===== src/rtl/queue_pkg.sv =====
// Shared sizing helpers for the queue family: pointer and occupancy widths
// derived from the entry count.
package queue_pkg;

  // One extra bit above the index so full and empty can be told apart.
  function automatic int ptr_width(input int depth);
    return $clog2(depth) + 1;
  endfunction

  function automatic int cnt_width(input int depth);
    return $clog2(depth) + 1;
  endfunction

endpackage


===== src/rtl/flow_queue_if.sv =====
// Enqueue/dequeue valid-ready handshake bundle for flow_queue.
interface flow_queue_if #(
  parameter int WIDTH = 4
);

  logic [WIDTH-1:0] din;
  logic             enq_val;
  logic             enq_rdy;
  logic [WIDTH-1:0] dout;
  logic             deq_val;
  logic             deq_rdy;

  modport master (
    output din, enq_val, deq_rdy,
    input  enq_rdy, dout, deq_val
  );

  modport slave (
    input  din, enq_val, deq_rdy,
    output enq_rdy, dout, deq_val
  );

endinterface


===== src/rtl/queue_ram.sv =====
// DEPTH x WIDTH storage with a synchronous write port and an asynchronous
// read port.
module queue_ram #(
  parameter int WIDTH = 4,
  parameter int DEPTH = 2
) (
  input  logic                     clk,
  input  logic                     we,
  input  logic [$clog2(DEPTH)-1:0] waddr,
  input  logic [WIDTH-1:0]         wdata,
  input  logic [$clog2(DEPTH)-1:0] raddr,
  output logic [WIDTH-1:0]         rdata
);

  logic [WIDTH-1:0] mem [DEPTH];

  always_ff @(posedge clk) begin
    if (we) begin
      mem[waddr] <= wdata;
    end
  end

  assign rdata = mem[raddr];

endmodule


===== src/rtl/flow_queue.sv =====
// Parametrised valid/ready FIFO with occupancy count, almost-full flag,
// synchronous flush and optional empty-bypass.
module flow_queue
  import queue_pkg::*;
#(
  parameter int WIDTH  = 4,
  parameter int DEPTH  = 2,
  parameter int AFULL  = DEPTH - 1,
  parameter int BYPASS = 0
) (
  input  logic                        clk,
  input  logic                        reset,
  input  logic                        flush,
  flow_queue_if.slave                 q,
  output logic [cnt_width(DEPTH)-1:0] count,
  output logic                        almost_full
);

  localparam int PW = ptr_width(DEPTH);
  localparam int CW = cnt_width(DEPTH);
  localparam int AW = PW - 1;

  logic [PW-1:0]    wr_ptr;
  logic [PW-1:0]    rd_ptr;
  logic [PW-1:0]    wr_next;
  logic [PW-1:0]    rd_next;
  logic [WIDTH-1:0] rd_data;
  logic             empty;
  logic             full;
  logic             enq_fire;
  logic             deq_fire;
  logic             pass_through;
  logic             do_write;
  logic             do_read;

  assign empty = (wr_ptr == rd_ptr);
  assign full  = (wr_ptr[AW-1:0] == rd_ptr[AW-1:0]) && (wr_ptr[AW] != rd_ptr[AW]);

  assign q.enq_rdy = !full && !flush;
  assign q.deq_val = (!empty || ((BYPASS != 0) && q.enq_val)) && !flush;
  assign q.dout    = ((BYPASS != 0) && empty) ? q.din : rd_data;

  assign enq_fire = q.enq_val && q.enq_rdy;
  assign deq_fire = q.deq_val && q.deq_rdy;

  // A word consumed in the same cycle it arrives at an empty queue never
  // touches storage or the pointers.
  assign pass_through = (BYPASS != 0) && empty && enq_fire && deq_fire;
  assign do_write     = enq_fire && !pass_through;
  assign do_read      = deq_fire && !pass_through;

  assign wr_next = do_write ? wr_ptr + PW'(1) : wr_ptr;
  assign rd_next = do_read  ? rd_ptr + PW'(1) : rd_ptr;

  always_ff @(posedge clk) begin
    if (reset || flush) begin
      wr_ptr <= '0;
      rd_ptr <= '0;
      count  <= '0;
    end else begin
      wr_ptr <= wr_next;
      rd_ptr <= rd_next;
      count  <= CW'(wr_next - rd_next);
    end
  end

  assign almost_full = (count >= CW'(AFULL));

  queue_ram #(
    .WIDTH (WIDTH),
    .DEPTH (DEPTH)
  ) u_ram (
    .clk   (clk),
    .we    (do_write),
    .waddr (wr_ptr[AW-1:0]),
    .wdata (q.din),
    .raddr (rd_ptr[AW-1:0]),
    .rdata (rd_data)
  );

endmodule


===== src/flat_wrapper.sv =====
// flat-port wrapper written by rule: the top's interface ports become plain ports
module flow_queue_flat import queue_pkg::*;
#(
  parameter int WIDTH  = 4,
  parameter int DEPTH  = 2,
  parameter int AFULL  = DEPTH - 1,
  parameter int BYPASS = 0
)
  (clk, reset, flush, count, almost_full, q_din, q_enq_val, q_deq_rdy, q_enq_rdy, q_dout, q_deq_val);
  flow_queue_if #(.WIDTH(WIDTH)) q_i ();
  input  logic clk;
  input  logic reset;
  input  logic flush;
  output logic [cnt_width(DEPTH)-1:0] count;
  output logic almost_full;
  input wire logic [$bits(q_i.din)-1:0] q_din;
  input wire logic [$bits(q_i.enq_val)-1:0] q_enq_val;
  input wire logic [$bits(q_i.deq_rdy)-1:0] q_deq_rdy;
  output wire logic [$bits(q_i.enq_rdy)-1:0] q_enq_rdy;
  output wire logic [$bits(q_i.dout)-1:0] q_dout;
  output wire logic [$bits(q_i.deq_val)-1:0] q_deq_val;
  assign q_i.din = q_din;
  assign q_i.enq_val = q_enq_val;
  assign q_i.deq_rdy = q_deq_rdy;
  assign q_enq_rdy = q_i.enq_rdy;
  assign q_dout = q_i.dout;
  assign q_deq_val = q_i.deq_val;
  flow_queue #(.WIDTH(WIDTH), .DEPTH(DEPTH), .AFULL(AFULL), .BYPASS(BYPASS)) u_core (.clk(clk), .reset(reset), .flush(flush), .q(q_i), .count(count), .almost_full(almost_full));
endmodule

===== config.mk =====
export PLATFORM = sky130hd
export DESIGN_NAME = flow_queue_flat
export DESIGN_NICKNAME = d
export VERILOG_FILES = /design/src/rtl/queue_pkg.sv /design/src/rtl/flow_queue_if.sv /design/src/rtl/queue_ram.sv /design/src/rtl/flow_queue.sv /design/src/flat_wrapper.sv
export SDC_FILE = /design/constraint.sdc
export NUM_CORES = 1
export LEC_CHECK = 0
export CORE_MARGIN = 1
export CORE_UTILIZATION = 49
export CTS_CLUSTER_SIZE = 28
export DETAILED_ROUTE_END_ITERATION = 7
export GPL_TIMING_DRIVEN = 0
export HOLD_SLACK_MARGIN = 0.08
export PLACE_DENSITY = 0.89
export SETUP_SLACK_MARGIN = 0.1
export SYNTH_ARGS = -nofsm -noshare
export SYNTH_HDL_FRONTEND = slang
export SYNTH_SLANG_ARGS = --single-unit

===== constraint.sdc =====
create_clock -name clk -period 6.11 [get_ports clk]
set_clock_uncertainty 0.1 [all_clocks]
set_input_delay 1.5275 -clock clk [delete_from_list [all_inputs] [get_ports clk]]
set_output_delay 1.5275 -clock clk [all_outputs]
set_load 0.005 [all_outputs]

==> reports/qor.yml <==
outcome: "finished, final reports clean"
die_h_um: 39.0
path_class: "in -> out"
cp_slowest_stage_delay_ns: 0.53
clock_path_buffers: 2
yosys-top-cells-area: "edfxtp_1 (36%), dfxtp_1 (18%), mux2i_1 (9.0%)"
avgSynthCellArea_um2: 12.7
num_antenna_cells: 0
powerDensity_nw_per_um2: 200
grt_max_degree: 11
hold_viol_final: 0
syn_area_um2: 671
avgViaCountPerCell: 5.26
synth.distinct_cells: 22
place_area_um2: 858
ioPinCount: 18
first_global_vias: 409
syn_inst: 53
path_common_cell: "clkdlybuf4s50_1"
finalSetupViolations: 0
yosysTopAreaCell: "edfxtp_1"
totalWireLength_um: 1140
hold_buffers: 0
antenna_found_initial: 0
syn-num-nets: 65
coreArea_um2: 1190
htreeDepth: 1
cts_buffers: 3
cts_setup_buffers: 0
cts_root_buf: "clkbuf_4"
grt_pass1_wl_um: 1750
peakVddDrop_uv: 198
rows: 12
grt.total_usage: 0.186
drtPass1Iterations: 3
drive_gt1_frac: 0.149
post_cts_resized: 0
vias: 463
path_clk_slew_ns: 0.08
cp.arrival_ns: 2.72
cts_sinks: 14
start_util: 0.565
rsz0062_at_grt: "no"
fin_nets: 87
hold_path.class: "reg -> reg"
gr-total-overflow: 0
cp-end-kind: "output pin"
drt.antenna.violating_nets: 0
wl_per_cell_um: 13.0
ys_ff_latch: 14
drv_slew: 0
maxCapViolations: 0
routabilityCongestion: 0.777
p_leak_nw: 0.342
slew_headroom: 0.791
fin_tns_setup_ns: 0
die_x_um: 39.0
cp_max_fo: 5
area_growth_pct: 31.9
ys_seq_area_frac: 0.537
yosysWarnings: 0
fillers: 88
cts_tree: "built"
cp_slowest_cell: "clkdlybuf4s50_1"
cp-start-kind: "input port"
drt_iter0_drc: 7
die-area_um2: 1520
hpwl_um: 902
max_freq_mhz: 230
cp_cell_sequence: "clkdlybuf4s50_1 -> a21oi_1 -> clkdlybuf4s50_1"
final_cell_area_um2: 885
worstSkewPairLatency_ns: 0.28
synth_top_area_share: 0.358
drc: 0
worst_pin_slew_ns: 0.313
io_buffers: 17
worstPathRequired_ns: 4.48
post-route-period-util: 0.711
fin_crit_ns: 4.35
[logic make-up after synthesis]
kind of cell / Yosys count / synth area share
compound gates: 5 / 0.0541
xor+xnor: 4 / 0.0522
fa+ha+maj: 3 / 0.0560
buf+inv: 5 / 0.0298
flops: 14 / 0.537
mux: 11 / 0.179
simple gates: 11 / 0.0914
[per-stage QoR]
step           total power [mW]  instances  hold slack (ns)  setup WS, ns   util
6_report                  0.177         88            0.556          1.76  0.746
5_1_grt                   0.184         88            0.587          1.69  0.746
2_1_floorplan             0.113         53            0.454          2.80      -
4_1_cts                   0.178         88            0.573          1.76  0.746
3_3_place_gp              0.125         84            0.480          1.80  0.724
3_5_place_dp              0.126         84            0.559          1.77  0.724
[final cells by class]
cell class,instances,area [um2],area share
clock buffer,3,22.5,0.0255
clock inverter,1,3.75,0.00424
tap,14,17.5,0.0198
inverter,3,11.3,0.0127
buffer,2,8.76,0.00990
timing repair buffer,17,170,0.192
sequential,14,360,0.407
multi-input combinational,34,290,0.328
[report_power, final]
part,internal (mW),total (mW),switching [mW]
combinational,0.0134,0.0209,0.00749
clock,0.0237,0.0529,0.0292
sequential,0.102,0.103,0.000919
total,0.139,0.177,0.0376
[cell usage in the layout (no fill, tap or decap)]
master and instances:
clkdlybuf4s50_1 17, edfxtp_1 8, mux2i_1 6, dfxtp_1 6, mux2_2 4, nor2_1 4
xnor2_1 3, inv_1 3, ha_1 3, clkbuf_4 3, a21oi_1 2, nand3b_1 2
buf_2 1, xor2_1 1, and2_1 1, or2_2 1, nor2b_1 1, mux2_4 1
or2_1 1, clkbuf_1 1, nand2b_1 1, o2111ai_1 1, a21bo_2 1, a21o_1 1
clkinv_1 1
[Yosys cell counts, drive strengths merged]
cell,instances
ha,3
clkbuf,1
or2,2
mux2i,6
and2,1
inv,3
mux2,5
edfxtp,8
dfxtp,6
nand3b,2
a21oi,2
xnor2,3
nand2b,1
nor2b,1
xor2,1
nor2,4
o2111ai,1
buf,1
a21o,1
a21bo,1
[final timing paths]
kind | cells past startpoint | end | slack (ns) | from
setup / recovery | 3 | q_enq_rdy | 1.76 | flush
hold / removal | 2 | u_core.wr_ptr[1]$_SDFF_PP0_ | 0.56 | u_core.wr_ptr[1]$_SDFF_PP0_
setup reg to reg | 8 | u_core.count[1]$_SDFF_PP0_ | 3.79 | u_core.wr_ptr[1]$_SDFF_PP0_
hold reg to reg | 2 | u_core.wr_ptr[1]$_SDFF_PP0_ | 0.56 | u_core.wr_ptr[1]$_SDFF_PP0_
[sequential cells by signal, indices dropped and copies added, names as in the netlist]
name and cells:
u_core.wr_ptr 2, u_core.u_ram.mem 8, u_core.rd_ptr 2, u_core.count 2
[metal layers]
metal	global-route usage	vias up	part of all wire
li1	-	230	-
met1	0.219	210	0.43
met2	0.275	17	0.47
met3	0.0405	6	0.048
met4	0.172	0	0.048
met5	0	-	0
[worst max-delay path, delay by kind of cell]
family | cells | cell delay (ns)
AOI/OAI and AO/OA | 1 | 0.19
buffers and inverters | 2 | 1.01
(Power assumes the default switching activity.)
